$ cat config.mk
export PLATFORM = sky130hd
export DESIGN_NAME = apb_master_bridge
export DESIGN_NICKNAME = d
export VERILOG_FILES = /design/src/rtl/apb_master_bridge.sv
export SDC_FILE = /design/constraint.sdc
export NUM_CORES = 1
export LEC_CHECK = 0
export ABC_CLOCK_PERIOD_IN_PS = 3700
export BUFFER_PORTS_ARGS = -buffer_cell sky130_fd_sc_hd__clkbuf_2
export CORE_ASPECT_RATIO = 1.1
export CORE_MARGIN = 5
export CORE_UTILIZATION = 49
export CTS_CLUSTER_DIAMETER = 30
export DETAILED_ROUTE_END_ITERATION = 6
export PLACE_DENSITY = 0.95
export SYNTH_ARGS = -nofsm -noshare
export SYNTH_HDL_FRONTEND = slang
export SYNTH_SLANG_ARGS = --single-unit
$ cat constraint.sdc
create_clock -name PCLK -period 3.7 [get_ports PCLK]
set_input_delay 0.185 -clock PCLK [delete_from_list [all_inputs] [get_ports PCLK]]
set_output_delay 0.185 -clock PCLK [all_outputs]
set_load 0.02 [all_outputs]
$ cat src/rtl/apb_master_bridge.sv
// -----------------------------------------------------------------------------
// apb_master_bridge
//
// Converts a simple valid/ready command stream into single APB transfers and
// returns one valid/ready response per command. One transfer is in flight at
// a time. An optional ACCESS-phase timeout aborts transfers whose slave never
// raises PREADY.
//
// Parameters
//   ADDR_W   : PADDR / cmd_addr width
//   DATA_W   : PWDATA / PRDATA / cmd / rsp data width
//   TIMEOUT  : maximum ACCESS-phase wait cycles, 0 disables the timeout
//
// Ports
//   PCLK, PRESET          : clock, synchronous active-high reset
//   cmd_valid/cmd_ready   : command handshake (ready only while idle)
//   cmd_write/addr/wdata  : command payload
//   rsp_valid/rsp_ready   : response handshake
//   rsp_rdata             : read data (0 for writes and timeouts)
//   rsp_err, rsp_timeout  : PSLVERR-or-timeout flag, timeout flag
//   PSEL, PENABLE, PWRITE, PADDR, PWDATA : APB master outputs
//   PRDATA, PREADY, PSLVERR              : APB slave responses
// -----------------------------------------------------------------------------
module apb_master_bridge #(
  parameter int ADDR_W  = 32,
  parameter int DATA_W  = 32,
  parameter int TIMEOUT = 255
) (
  input  logic              PCLK,
  input  logic              PRESET,
  input  logic              cmd_valid,
  output logic              cmd_ready,
  input  logic              cmd_write,
  input  logic [ADDR_W-1:0] cmd_addr,
  input  logic [DATA_W-1:0] cmd_wdata,
  output logic              rsp_valid,
  input  logic              rsp_ready,
  output logic [DATA_W-1:0] rsp_rdata,
  output logic              rsp_err,
  output logic              rsp_timeout,
  output logic              PSEL,
  output logic              PENABLE,
  output logic              PWRITE,
  output logic [ADDR_W-1:0] PADDR,
  output logic [DATA_W-1:0] PWDATA,
  input  logic [DATA_W-1:0] PRDATA,
  input  logic              PREADY,
  input  logic              PSLVERR
);

  typedef enum logic [1:0] {
    IDLE   = 2'd0,
    SETUP  = 2'd1,
    ACCESS = 2'd2,
    RESP   = 2'd3
  } state_t;

  // Wide enough to hold TIMEOUT itself; at least one bit so the disabled
  // (TIMEOUT = 0) build still has a legal vector.
  localparam int              CNT_W  = (TIMEOUT < 2) ? 1 : $clog2(TIMEOUT + 1);
  localparam logic [CNT_W-1:0] TO_VAL = CNT_W'(TIMEOUT);
  localparam logic [CNT_W-1:0] CNT_MAX = {CNT_W{1'b1}};

  state_t           state;
  logic [CNT_W-1:0] wait_cnt;

  // Decoded directly from the state register, so it is glitch-free and a
  // response handshake can never be followed by acceptance in the same cycle.
  assign cmd_ready = (state == IDLE);

  // NOTE: every register here uses non-blocking assignment so all state
  // updates see the pre-edge values; the reset branch is sampled on the clock
  // edge (synchronous), so PRESET never reaches the flops asynchronously.
  always_ff @(posedge PCLK) begin
    if (PRESET) begin
      state       <= IDLE;
      PSEL        <= 1'b0;
      PENABLE     <= 1'b0;
      PWRITE      <= 1'b0;
      PADDR       <= '0;
      PWDATA      <= '0;
      rsp_valid   <= 1'b0;
      rsp_rdata   <= '0;
      rsp_err     <= 1'b0;
      rsp_timeout <= 1'b0;
      wait_cnt    <= '0;
    end else begin
      case (state)
        IDLE: begin
          if (cmd_valid) begin
            PWRITE  <= cmd_write;
            PADDR   <= cmd_addr;
            PWDATA  <= cmd_wdata;
            PSEL    <= 1'b1;
            PENABLE <= 1'b0;
            state   <= SETUP;
          end
        end

        SETUP: begin
          PENABLE  <= 1'b1;
          wait_cnt <= '0;
          state    <= ACCESS;
        end

        ACCESS: begin
          // PREADY is tested first so a completing slave beats a timeout that
          // would fire on the same edge.
          if (PREADY) begin
            rsp_rdata   <= PWRITE ? '0 : PRDATA;
            rsp_err     <= PSLVERR;
            rsp_timeout <= 1'b0;
            rsp_valid   <= 1'b1;
            PSEL        <= 1'b0;
            PENABLE     <= 1'b0;
            state       <= RESP;
          end else if (TIMEOUT != 0 && wait_cnt == TO_VAL) begin
            rsp_rdata   <= '0;
            rsp_err     <= 1'b1;
            rsp_timeout <= 1'b1;
            rsp_valid   <= 1'b1;
            PSEL        <= 1'b0;
            PENABLE     <= 1'b0;
            state       <= RESP;
          end else if (wait_cnt != CNT_MAX) begin
            // Saturates instead of wrapping; only matters when the timeout is
            // disabled and the slave stalls indefinitely.
            wait_cnt <= wait_cnt + 1'b1;
          end
        end

        RESP: begin
          if (rsp_ready) begin
            rsp_valid <= 1'b0;
            state     <= IDLE;
          end
        end

        default: state <= IDLE;
      endcase
    end
  end

endmodule
; ---- Word level (Yosys, flattened, before mapping)
; Index checks and enable logic that the tools add are counted.
[totals]
elab_cells = 60
inputBits = 103
regBits = 112
out_inout_bits = 103
[op_classes]
eq_ne = 11
n_mux = 24
add_sub_neg = 1
n_reduce_logical = 13
[ops]
columns = op, count
row1 = 32-bit two-way mux, 3
row2 = 8-bit two-way mux, 3
row3 = 8-bit case mux with 2 select lines, 1
row4 = 3-bit AND reduction, 4
row5 = "2-bit inequality test, second input constant", 5
row6 = 1-bit two-way mux, 9
row7 = "8-bit by 1-bit adder with 8-bit output, second input constant", 1
row8 = "8-bit == test, second input constant", 1
row9 = 2-bit two-way mux, 4
row10 = "8-bit inequality test, second input constant", 1
row11 = 2-bit case mux with 4 select lines, 1
row12 = 2-bit nonzero test, 4
row13 = "2-bit == test, second input constant", 2
row14 = 1-bit case mux with 2 select lines, 2
row15 = 2-bit AND reduction, 2
row16 = 4-bit AND reduction, 1
row17 = "3-bit inequality test, second input constant", 1
row18 = 1-bit case mux with 3 select lines, 1
row19 = 3-bit nonzero test, 1
row20 = "2-bit by 1-bit == test with 1-bit output, second input constant", 1
row21 = 2-bit zero test, 1

; ---- Logic depth before layout (Yosys ltp)
[depth]
ltp_word = 5
depth_mapped = 7
depth_no_buf = 6

; ---- Least setup slack after synthesis
; Ideal clock, no wire load.
[synth_path]
kind = flip-flop to flip-flop
start = reg state[0]
end = reg PWDATA[25]
n_path_buf = 2
period_less_slack_ps = 1659
path_stages_with_launch = 8
arrival_time_ps = 1589
slack_ps = 2041
cell_sequence = dfxtp_1 inv_1 ha_1 nand2_1 clkbuf_1 buf_1 nand2_1 a21oi_1
[synth_between]
elab_chain_len = 2
[synth_rtl]
columns = element, line
row1 = "start, declared", 64  ; state_t state;
row2 = "start signal, assigned", 76  ; state <= IDLE;
row3 = "start signal, assigned", 96  ; state <= SETUP;
row4 = "start signal, assigned", 103  ; state <= ACCESS;
row5 = 2-bit zero test, --
row6 = via cmd_ready, 32  ; output logic cmd_ready,
row7 = 2-bit AND reduction (no source line), --
row8 = "end signal, assigned", 93  ; PWDATA <= cmd_wdata;
row9 = "end, declared", 45  ; output logic [DATA_W-1:0] PWDATA,
; The timed path passes the listed nets, and every way through them passes these cells.
; A chain may end at the register's enable or synchronous reset.

; ---- Worst setup path in the final report
[layout_path]
start = reg state[0]
end = reg rsp_rdata[3]
[layout_between]
elab_chain_len = 2
[layout_rtl]
columns = element, line
row1 = 2-bit == test, 88  ; case (state)
row2 = 2-bit AND reduction (no source line), --
row3 = "end signal, assigned", 110  ; rsp_rdata <= PWRITE ? '0 : PRDATA;
row4 = "end, declared", 38  ; output logic [DATA_W-1:0] rsp_rdata,
; No other way between the ends.

==> metrics.cfg <==
[synth]
synth_xor_xnor_area_share = 0.00641
yosysSeqAreaShare = 0.547
synth-seq-cells = 112
synth_compound_area_frac = 0.199
yosys_warnings = 0
synth-edff-count = 0
synth_top_family_by_area = compound AO/OA/AOI/OAI gates
synth.distinct_cells = 44
yosys.area_share.simple = 0.186
synth_flop_cell = dfxtp_1
async_reset_ff_frac = 0
synthesis.nets = 569
netlist_area_um2 = 4100
synthAdderAreaFrac = 0.0153
synthMuxAreaShare = 0.00519
postSynthCellCount = 461
synth_area_per_cell_um2 = 8.89

[power]
combPwrFrac = 0.342
p_clk_frac = 0.208
p_sw_frac = 0.396
netSwitchingPower_mw = 1.34
seqPwrFrac = 0.450
p_total_mw = 3.38
p_leak_nw = 2.44
p_int_mw = 2.04
power_per_cell_area_nw_per_um2 = 633
ir_worst_vdd_mv = 0.544

[timing]
slew_viol_final = 0
postLayoutSetupSlackWorst_ns = 1.03
finalCritPeriodShare = 0.721
fmax_mhz = 375
relSlewSlack = 0.188
grt_setup_unrepaired = no
tightest_slew_ns = 1.21
fin_skew_ns = 0.0149
fin_setup_tns_ns = 0
period_minus_slack_ns = 2.67
hold_viol_final = 0
hold_ws_ns = 0.0165
setup_viol = 0

[setup_path]
worstPathRequired_ns = 4.01
critical_path_arrival_ns = 2.98
worstSetupStartpoint = state[0]
startpoint_type = flip-flop
r2r-start = state[0]
endpoint = rsp_rdata[3]
r2r_slack_ns = 1.03
r2r_end = rsp_rdata[3]
crit_path_end_kind = flip-flop
r2r_cells = 5
crit_type = flip-flop to flip-flop
timing.critical_path.fanout_max = 26

[clock_tree]
postCtsResizedCells = 0
cts_tree = done
cts.clk_slew.worst_paths_ns = 0.12
clock_path_buffers = 2
clock_sinks = 112
htreeDepth = 3
numCtsBuffers = 9
cts_root_buf = clkbuf_8
clock_latency_ns = 0.37

[placed_design]
dpl.hpwl_um = 8660
place_congestion = 0.866
dpl_worst_slack_ns = 1.04
place_inst = 748
place.port_buffers = 205

[finish]
fin_cells = 765
syn_to_final_growth_pct = 30.4
final_nets = 757
antenna_cells = 0
final_layout_size_suffix_gt1_frac = 0.364

[global_routing]
grt_start_max_net_pins = 66
gr-usage-met2 = 0.357
grt.total_usage = 0.216
grt_pass1_wl_um = 18500
grt_pass1_vias = 3876
antenna_found_initial = 0
use_met1 = 0.271
met3_usage = 0.0636
top_usage_layer = met2
grt_overflow = 0

[drt]
drt-initial-drc-count = 217
postRouteWirelength_um = 11300
drt-wirelength-per-cell_um = 14.8
drt-pass1-iter-count = 4
via_per_inst = 5.17
vias = 3956
ant_nets = 0
drc = 0

[floorplan]
fp-row-count = 35
top_level_ports = 206
fp.coreArea_um2 = 8280
chipWidth_um = 97.2
die_h_um = 106
die-area_um2 = 10300
start_util = 0.495

[job]
maxCapViolCount = 0

[worst_hold_path]
hold_path.class = input port to flip-flop

[status]
status = completed

==> flip-flops by register name (all words and copies together), names as in the netlist <==
signal / flops
PSEL: 1
PWRITE: 1
PENABLE: 1
rsp_valid: 1
PADDR: 32
rsp_rdata: 32
state: 2
PWDATA: 32
wait_cnt: 8
rsp_timeout: 1
rsp_err: 1
==> cells in the final DEF, fill, tap and decap left out, drive strengths merged, types with 3 or more instances in the layout <==
cell	instances
clkbuf	214
nand2	135
dfxtp	112
a21oi	79
a22o	26
o21ai	10
inv	9
nor2	7
nand4b	6
nand2b	5
nand3	5
ha	5
a31oi	3
nor3	3
and2	3
clkinv	3
==> worst min-delay path by stage <==
stage               endpoint  startpoint  slack, ns  cells after the start
6_report       rsp_rdata[14]  PRDATA[14]       0.02                      2
5_1_grt         rsp_rdata[7]   PRDATA[7]      0.003                      2
4_1_cts         rsp_rdata[7]   PRDATA[7]     0.0004                      2
3_5_place_dp    rsp_rdata[7]   PRDATA[7]       0.40                      2
3_3_place_gp   rsp_rdata[16]  PRDATA[16]       0.39                      2
2_1_floorplan      rsp_valid   rsp_ready       0.30                      1
==> power by group through the flow <==
stage,Sequential [mW],Combinational (mW),Clock (mW)
floorplan,1.75,0.573,0
global placement,1.53,1.12,0
detailed placement,1.54,1.16,0
CTS,1.52,1.17,0.726
global route,1.54,1.28,0.778
finish,1.52,1.16,0.703
==> layer usage <==
metal | part of all wire | up-vias
met4 | 0.018 | 0
met1 | 0.42 | 1790
met3 | 0.099 | 15
met5 | 0 | -
met2 | 0.46 | 203
li1 | - | 1948
==> Yosys cell counts (all sizes together), types with 2 or more instances <==
| cell type | instances | area (um2) |
|---|---|---|
| buf | 14 | 82.6 |
| nor2 | 7 | 26.3 |
| nand2b | 5 | 31.3 |
| o21ai | 10 | 53.8 |
| nand2 | 135 | 507 |
| a211oi | 2 | 15.0 |
| a22o | 26 | 235 |
| a311oi | 2 | 17.5 |
| a21oi | 79 | 407 |
| dfxtp | 112 | 2240 |
| xor2 | 2 | 17.5 |
| inv | 5 | 18.8 |
| nand4b | 6 | 52.6 |
| clkbuf | 17 | 63.8 |
| nor3 | 3 | 15.0 |
| and2 | 3 | 18.8 |
| a31oi | 3 | 18.8 |
| nand3 | 5 | 25.0 |
| a21o | 2 | 22.5 |
| ha | 5 | 62.6 |
| nand4 | 2 | 12.5 |
==> repair_timing <==
action / in CTS / in global routing
hold buffers: 1 / 0
setup buffers: 0 / 0
hold endpoints to repair: 1 / 0
==> metrics by stage <==
step | utilization | area (um2)
global route | 0.645 | 5340
detailed placement | 0.620 | 5130
CTS | 0.645 | 5340
floorplan | - | 4100
finish | 0.645 | 5340
global placement | 0.620 | 5130
==> cell type report <==
cell class	instances	area (um2)
Clock buffer	9	124
Clock inverter	7	72.6
Fill cell	670	2940
Inverter	5	18.8
Multi-Input combinational cell	313	1690
Sequential cell	112	2240
Tap cell	111	139
Timing Repair Buffer	208	1050
==> logic make-up (layout without fill, tap and decap cells) <==
group / Yosys count / in the layout
AO/OA/AOI/OAI: 129 / 129
XOR/XNOR: 3 / 3
adder cells (fa/ha/maj): 5 / 5
buffers and inverters: 36 / 229
flip-flops: 112 / 112
multiplexers: 2 / 2
AND/OR/NAND/NOR: 174 / 174
==> critical path, cell delays in order (launching register included) <==
cell and delay [ns]:
dfxtp_1 0.36, inv_1 0.09, ha_1 0.54, inv_1 0.31, nor4b_4 1.05, a22o_2 0.27
No activity file was read; power rests on OpenSTA's default activity.
